$ cat src/rtl/jtl_vc050.sv
// Clocked model of one SFQ Josephson transmission line delay stage.
// Each transition on `in` is a pulse; accepted pulses toggle `out` D ticks later.
module jtl_vc050 #(
  parameter int BIAS_X10     = 25,
  parameter int DELAY_NOM    = 50,
  parameter int DELAY_SLOPE  = 4,
  parameter int BIAS_MIN_X10 = 18,
  parameter int MIN_SEP      = 20
) (
  input  logic clk,
  input  logic rst,
  input  logic in,
  output logic out,
  output logic drop
);

  localparam int DRaw     = DELAY_NOM + (25 - BIAS_X10) * DELAY_SLOPE;
  localparam int D        = (DRaw < 1) ? 1 : ((DRaw > 255) ? 255 : DRaw);
  localparam int SepClamp = (MIN_SEP < 1) ? 1 : ((MIN_SEP > 65535) ? 65535 : MIN_SEP);
  localparam logic [15:0] SepMax = 16'(SepClamp);
  localparam logic BiasOk = (BIAS_X10 >= BIAS_MIN_X10);

  logic           in_q;
  logic           out_q, out_d;
  logic           drop_q, drop_d;
  logic [D-1:0]   line_q, line_d;
  logic [15:0]    sep_q, sep_d;
  logic           pulse, accept;

  always_comb begin
    pulse  = in ^ in_q;
    // sep_q counts ticks since the last acceptance, so >= SepMax means the window is clear
    accept = BiasOk && pulse && (sep_q >= SepMax);

    line_d[0] = accept;
    for (int i = 1; i < D; i++) begin
      line_d[i] = line_q[i-1];
    end

    out_d  = out_q ^ line_q[D-1];
    drop_d = pulse & ~accept;

    if (accept) begin
      sep_d = 16'd1;
    end else if (sep_q >= SepMax) begin
      sep_d = SepMax;
    end else begin
      sep_d = sep_q + 16'd1;
    end

    // Reset discards in-flight pulses and any pulse seen on the same edge
    if (rst) begin
      line_d = '0;
      out_d  = 1'b0;
      drop_d = 1'b0;
      sep_d  = SepMax;
    end
  end

  always_ff @(posedge clk) begin
    in_q   <= in;
    out_q  <= out_d;
    drop_q <= drop_d;
    line_q <= line_d;
    sep_q  <= sep_d;
  end

  assign out  = out_q;
  assign drop = drop_q;

endmodule

$ cat config.mk
export PLATFORM = sky130hd
export DESIGN_NAME = jtl_vc050
export DESIGN_NICKNAME = d
export VERILOG_FILES = /design/src/rtl/jtl_vc050.sv
export SDC_FILE = /design/constraint.sdc
export NUM_CORES = 1
export LEC_CHECK = 0
export BUFFER_PORTS_ARGS = -buffer_cell sky130_fd_sc_hd__buf_4
export CORE_MARGIN = 2
export CORE_UTILIZATION = 58
export CTS_BUF_LIST = sky130_fd_sc_hd__clkbuf_4
export DETAILED_ROUTE_END_ITERATION = 12
export PLACE_DENSITY = 0.8
export SYNTH_ARGS = -nofsm -noshare
export SYNTH_HDL_FRONTEND = slang
export SYNTH_SLANG_ARGS = --single-unit
$ cat constraint.sdc
create_clock -name clk -period 2.31 [get_ports clk]
set_input_delay 0.1155 -clock clk [delete_from_list [all_inputs] [get_ports clk]]
set_output_delay 0.1155 -clock clk [all_outputs]
set_load 0.01 [all_outputs]
* After elaboration in Yosys (flattened, before gate mapping)
Cells that the tools add are included.
** Word-level totals
- Input bits :: 3
- Logic and storage cells :: 16
- Output and inout bits :: 2
- Register bits after elaboration :: 69
** Cells by class
- $add $sub $neg :: 1
- Reduce and logical (&&, ||, !) cells :: 2
- $lt $le $gt $ge :: 1
- Mux-type cells :: 2
- Bitwise logic cells :: 4
** Operator list (number)
- adder 16 x 1 -> 16 bit, second input constant :: 1
- >= comparator 16 x 5 -> 1 bit, second input constant :: 1
- two-way mux 5 bit :: 2
- OR reduction 3 bit :: 1
- bitwise XOR 1 bit :: 2
- bitwise AND 1 bit :: 1
- logical AND 1 bit :: 1
- inverter 1 bit :: 1

* Logic depth before layout (Yosys ltp)
- Word-level depth :: 4
- Mapped depth :: 4
- Gate-level depth less buffers :: 4

* Least setup slack after synthesis
Ideal clock, no wire load.
- Path kind :: reg-to-reg
- From :: register sep_q[7]
- To :: register sep_q[0]
- Path slack :: 1.172 ns
- Arrival :: 1.021 ns
- Clock period less this slack :: 1.138 ns
- Data required time :: 2.193 ns
- Cell stages (with the launch flop) :: 4
- Path through :: dfxtp_1 > nor4_4 > a41oi_1 > a22o_1
** On the way
- Cells in the longest elaborated chain, start to end :: 3
- Elaborated cells between the ends (all ways) :: 4
- Classes of those cells :: order compare (1); mux (2); reduce/logical (1)
** Ends and longest elaborated chain
- start, declared :: RTL line 27 : logic [15:0] sep_q, sep_d;
- start signal, assigned :: RTL line 65 : sep_q <= sep_d;
- >= comparator 16 x 5 -> 1 bit * :: RTL line 33, 45
- two-way mux 5 bit / logical AND 1 bit (equally long branches) :: RTL line 45, 33
- two-way mux 5 bit * :: RTL line 43 : if (accept) begin
Every way passes the cells marked *; elsewhere a longest branch is shown, timed or not.
A chain may end at the register's enable or synchronous reset.

* Worst setup path in the final report
- From :: register sep_q[8]
- To :: register sep_q[0]
Same word-level chain as after synthesis.

==> impl_metrics.env <==
export IMPL_core_area_sq_mm=0.00328
export IMPL_antenna_found_initial=0
export IMPL_slowest_stage="dfxtp_1"
export IMPL_die_width_um=62.0
export IMPL_fp_row_count=21
export IMPL_synth_compound_area_frac=0.0256
export IMPL_worst_ir_drop_vdd_v=0.000417
export IMPL_fmax_ghz=0.797
export IMPL_critPathBufInv=0
export IMPL_synthTopCellsByArea="dfxtp_1, nor2b_1, nor4_4"
export IMPL_cpLargestDelayFamily="compound AO/OA/AOI/OAI gates"
export IMPL_area_delta_synth_final_pct=10.7
export IMPL_grt_pass1_vias=946
export IMPL_avgSynthCellArea_sq_um=12.6
export IMPL_synth_xor_area_frac=0.0179
export IMPL_crit_required_ns=2.60
export IMPL_clockRootBuffer="clkbuf_4"
export IMPL_finalInstanceArea_sq_mm=0.00216
export IMPL_start_kind="register"
export IMPL_hpwl_um=1510
export IMPL_synthFlopType="dfxtp_1"
export IMPL_start_util=0.595
export IMPL_finalMaxSlewViolations=0
export IMPL_cts_sinks=69
export IMPL_grt_overflow=0
export IMPL_dp_cells=209
export IMPL_synth_top_area_cell="dfxtp_1"
export IMPL_timing_rr_start="sep_q[8]$_SDFF_PP0_"
export IMPL_ios=5
export IMPL_synthCells=155
export IMPL_final_cells=224
export IMPL_placed_area_sq_mm=0.00205
export IMPL_synth_top_cell_area_share=0.707
export IMPL_hp_class="in -> reg"
export IMPL_p_leak_nw=0.874
export IMPL_yosysSeqAreaShare=0.707
export IMPL_synth_cell_types=25
export IMPL_dieHeight_um=62.0
export IMPL_num_vias=992
export IMPL_max_cap_violations=0
export IMPL_rsz0062_at_grt="false"
export IMPL_clock_path_buffers=2
export IMPL_netlist_area_sq_mm=0.00195
export IMPL_htree_levels=3
export IMPL_insertion_delay_ns=0.39
export IMPL_dieArea_sq_mm=0.00385
export IMPL_synthAdderAreaFrac=0.0128
export IMPL_drive_above_1_share=0.129
export IMPL_ys_warn_count=0
export IMPL_finalSetupViolations=0
export IMPL_run_status="completed"
export IMPL_holdPathEnd="out$_SDFF_PP0_"
export IMPL_portBuffers=4
export IMPL_ys_seq_elements=69
export IMPL_grt_pass1_wl_um=3960
export IMPL_synthArstFlopShare=0
export IMPL_end_kind="register"
export IMPL_hold_depth=2
export IMPL_synth_simple_gate_area_frac=0.217
export IMPL_grt_use_total=0.156
export IMPL_diodes=0
export IMPL_critical_path_cell_chain="nor4_4 -> a41oi_1 -> a22o_1"
export IMPL_vias_per_cell=4.43
export IMPL_hold_viol=0
export IMPL_critPathKind="reg -> reg"
export IMPL_wl_um=2470
export IMPL_period_minus_slack_ns=1.26
export IMPL_drtIter0Drc=19
export IMPL_synth_common_cells="dfxtp_1, nor2b_1, clkbuf_1"
export IMPL_r2r_slack_ns=1.05
export IMPL_cp_arrival_ns=1.54
export IMPL_fillers=249
export IMPL_hp_start="rst"
export IMPL_power_density_mw_per_mm2=856
export IMPL_period_share=0.543
export IMPL_wl_per_cell_um=11.0
export IMPL_nets=180
export IMPL_holdWs_ns=0.172
export IMPL_drt_first_pass_iters=2
export IMPL_cts_tree="built"
export IMPL_fin_skew_ns=0.0121
export IMPL_route_detailed_drc=0
export IMPL_cts_buffers_inserted=9
export IMPL_grt_max_degree=57
export IMPL_synth_most_common_cell="dfxtp_1"
export IMPL_setup_tns_ns=0
export IMPL_cts_setup_buffers=0
export IMPL_synth_top_family_by_area="simple AND/OR/NAND/NOR gates"
export IMPL_reg2reg_depth=3
export IMPL_gp_congestion=0.672
export IMPL_crit_path_max_fanout=3
export IMPL_antenna_left=0
export IMPL_cp_slowest_stage_delay_ns=0.34
export IMPL_muxShareOfSynthArea=0
export IMPL_rr_endpoint="sep_q[0]$_SDFF_PP0_"
export IMPL_path_clk_slew_ns=0.10
export IMPL_synth_edff_count=0
cells in the final DEF (no fill, tap or decap), drive strengths merged, types with 3 or more instances in the layout:
cell / n
clkinv: 3
nor2: 3
dfxtp: 69
conb: 11
nor2b: 49
clkbuf: 11
nor3: 4
buf: 4
inv: 3
area by class of cell:
type / instances / area (sq um) / share of cell area
Inverter: 3 / 11.3 / 0.00521
Clock buffer: 11 / 82.6 / 0.0382
Tap cell: 46 / 57.6 / 0.0266
Multi-Input combinational cell: 87 / 574 / 0.266
Sequential cell: 69 / 1380 / 0.639
Clock inverter: 3 / 15.0 / 0.00694
Timing Repair Buffer: 5 / 40.0 / 0.0185
state kept, by name (all words and copies together), names as in the netlist:
name    count
drop        1
sep_q      16
line_q     50
in_q        1
out         1
cells by family after synthesis:
logic type,after synthesis
adder cells (fa/ha/maj),2
flip-flops,69
other,1
buffers and inverters,9
AND/OR/NAND/NOR,64
AO/OA/AOI/OAI,6
XOR/XNOR,4
where the power goes:
| part | leakage (nW) | internal (mW) | switching (mW) |
|---|---|---|---|
| Sequential | 0.562 | 1.21 | 0.0125 |
| Clock | 0.0623 | 0.229 | 0.358 |
| Combinational | 0.250 | 0.0151 | 0.0277 |
metal layers:
layer | part of all wire | vias to the layer above | routed length [um] | GRT usage
li1 | - | 515 | - | -
met1 | 0.45 | 459 | 1120 | 0.168
met2 | 0.49 | 11 | 1210 | 0.235
met3 | 0.032 | 7 | 78 | 0.0621
met4 | 0.026 | 0 | 63 | 0.137
met5 | 0 | - | 0 | 0
how the worst max path moves through the flow:
stage	slack [ns]	from	cells past startpoint	endpoint
floorplan	1.17	sep_q[7]$_SDFF_PP0_	3	sep_q[0]$_SDFF_PP0_
global placement	1.14	sep_q[7]$_SDFF_PP0_	3	sep_q[0]$_SDFF_PP0_
detailed placement	1.05	sep_q[8]$_SDFF_PP0_	3	sep_q[0]$_SDFF_PP0_
CTS	1.04	sep_q[8]$_SDFF_PP0_	3	sep_q[0]$_SDFF_PP0_
global route	0.98	sep_q[8]$_SDFF_PP0_	3	sep_q[0]$_SDFF_PP0_
finish	1.05	sep_q[8]$_SDFF_PP0_	3	sep_q[0]$_SDFF_PP0_
stage by stage:
step	utilization	worst slack, ns	total power, mW
after floorplan	-	1.17	1.28
after global placement	0.626	1.14	1.29
after detailed placement	0.626	1.05	1.29
after CTS	0.658	1.04	1.87
after global routing	0.658	0.980	1.93
final	0.658	1.05	1.85
repair_timing:
action                                  4_1_cts  5_1_grt
resized for setup                             0        0
hold buffers                                  1        0
endpoints found under the hold margin         1        0
endpoints found under the setup margin        0        0
Note: power is estimated with default switching activity, not from simulation.
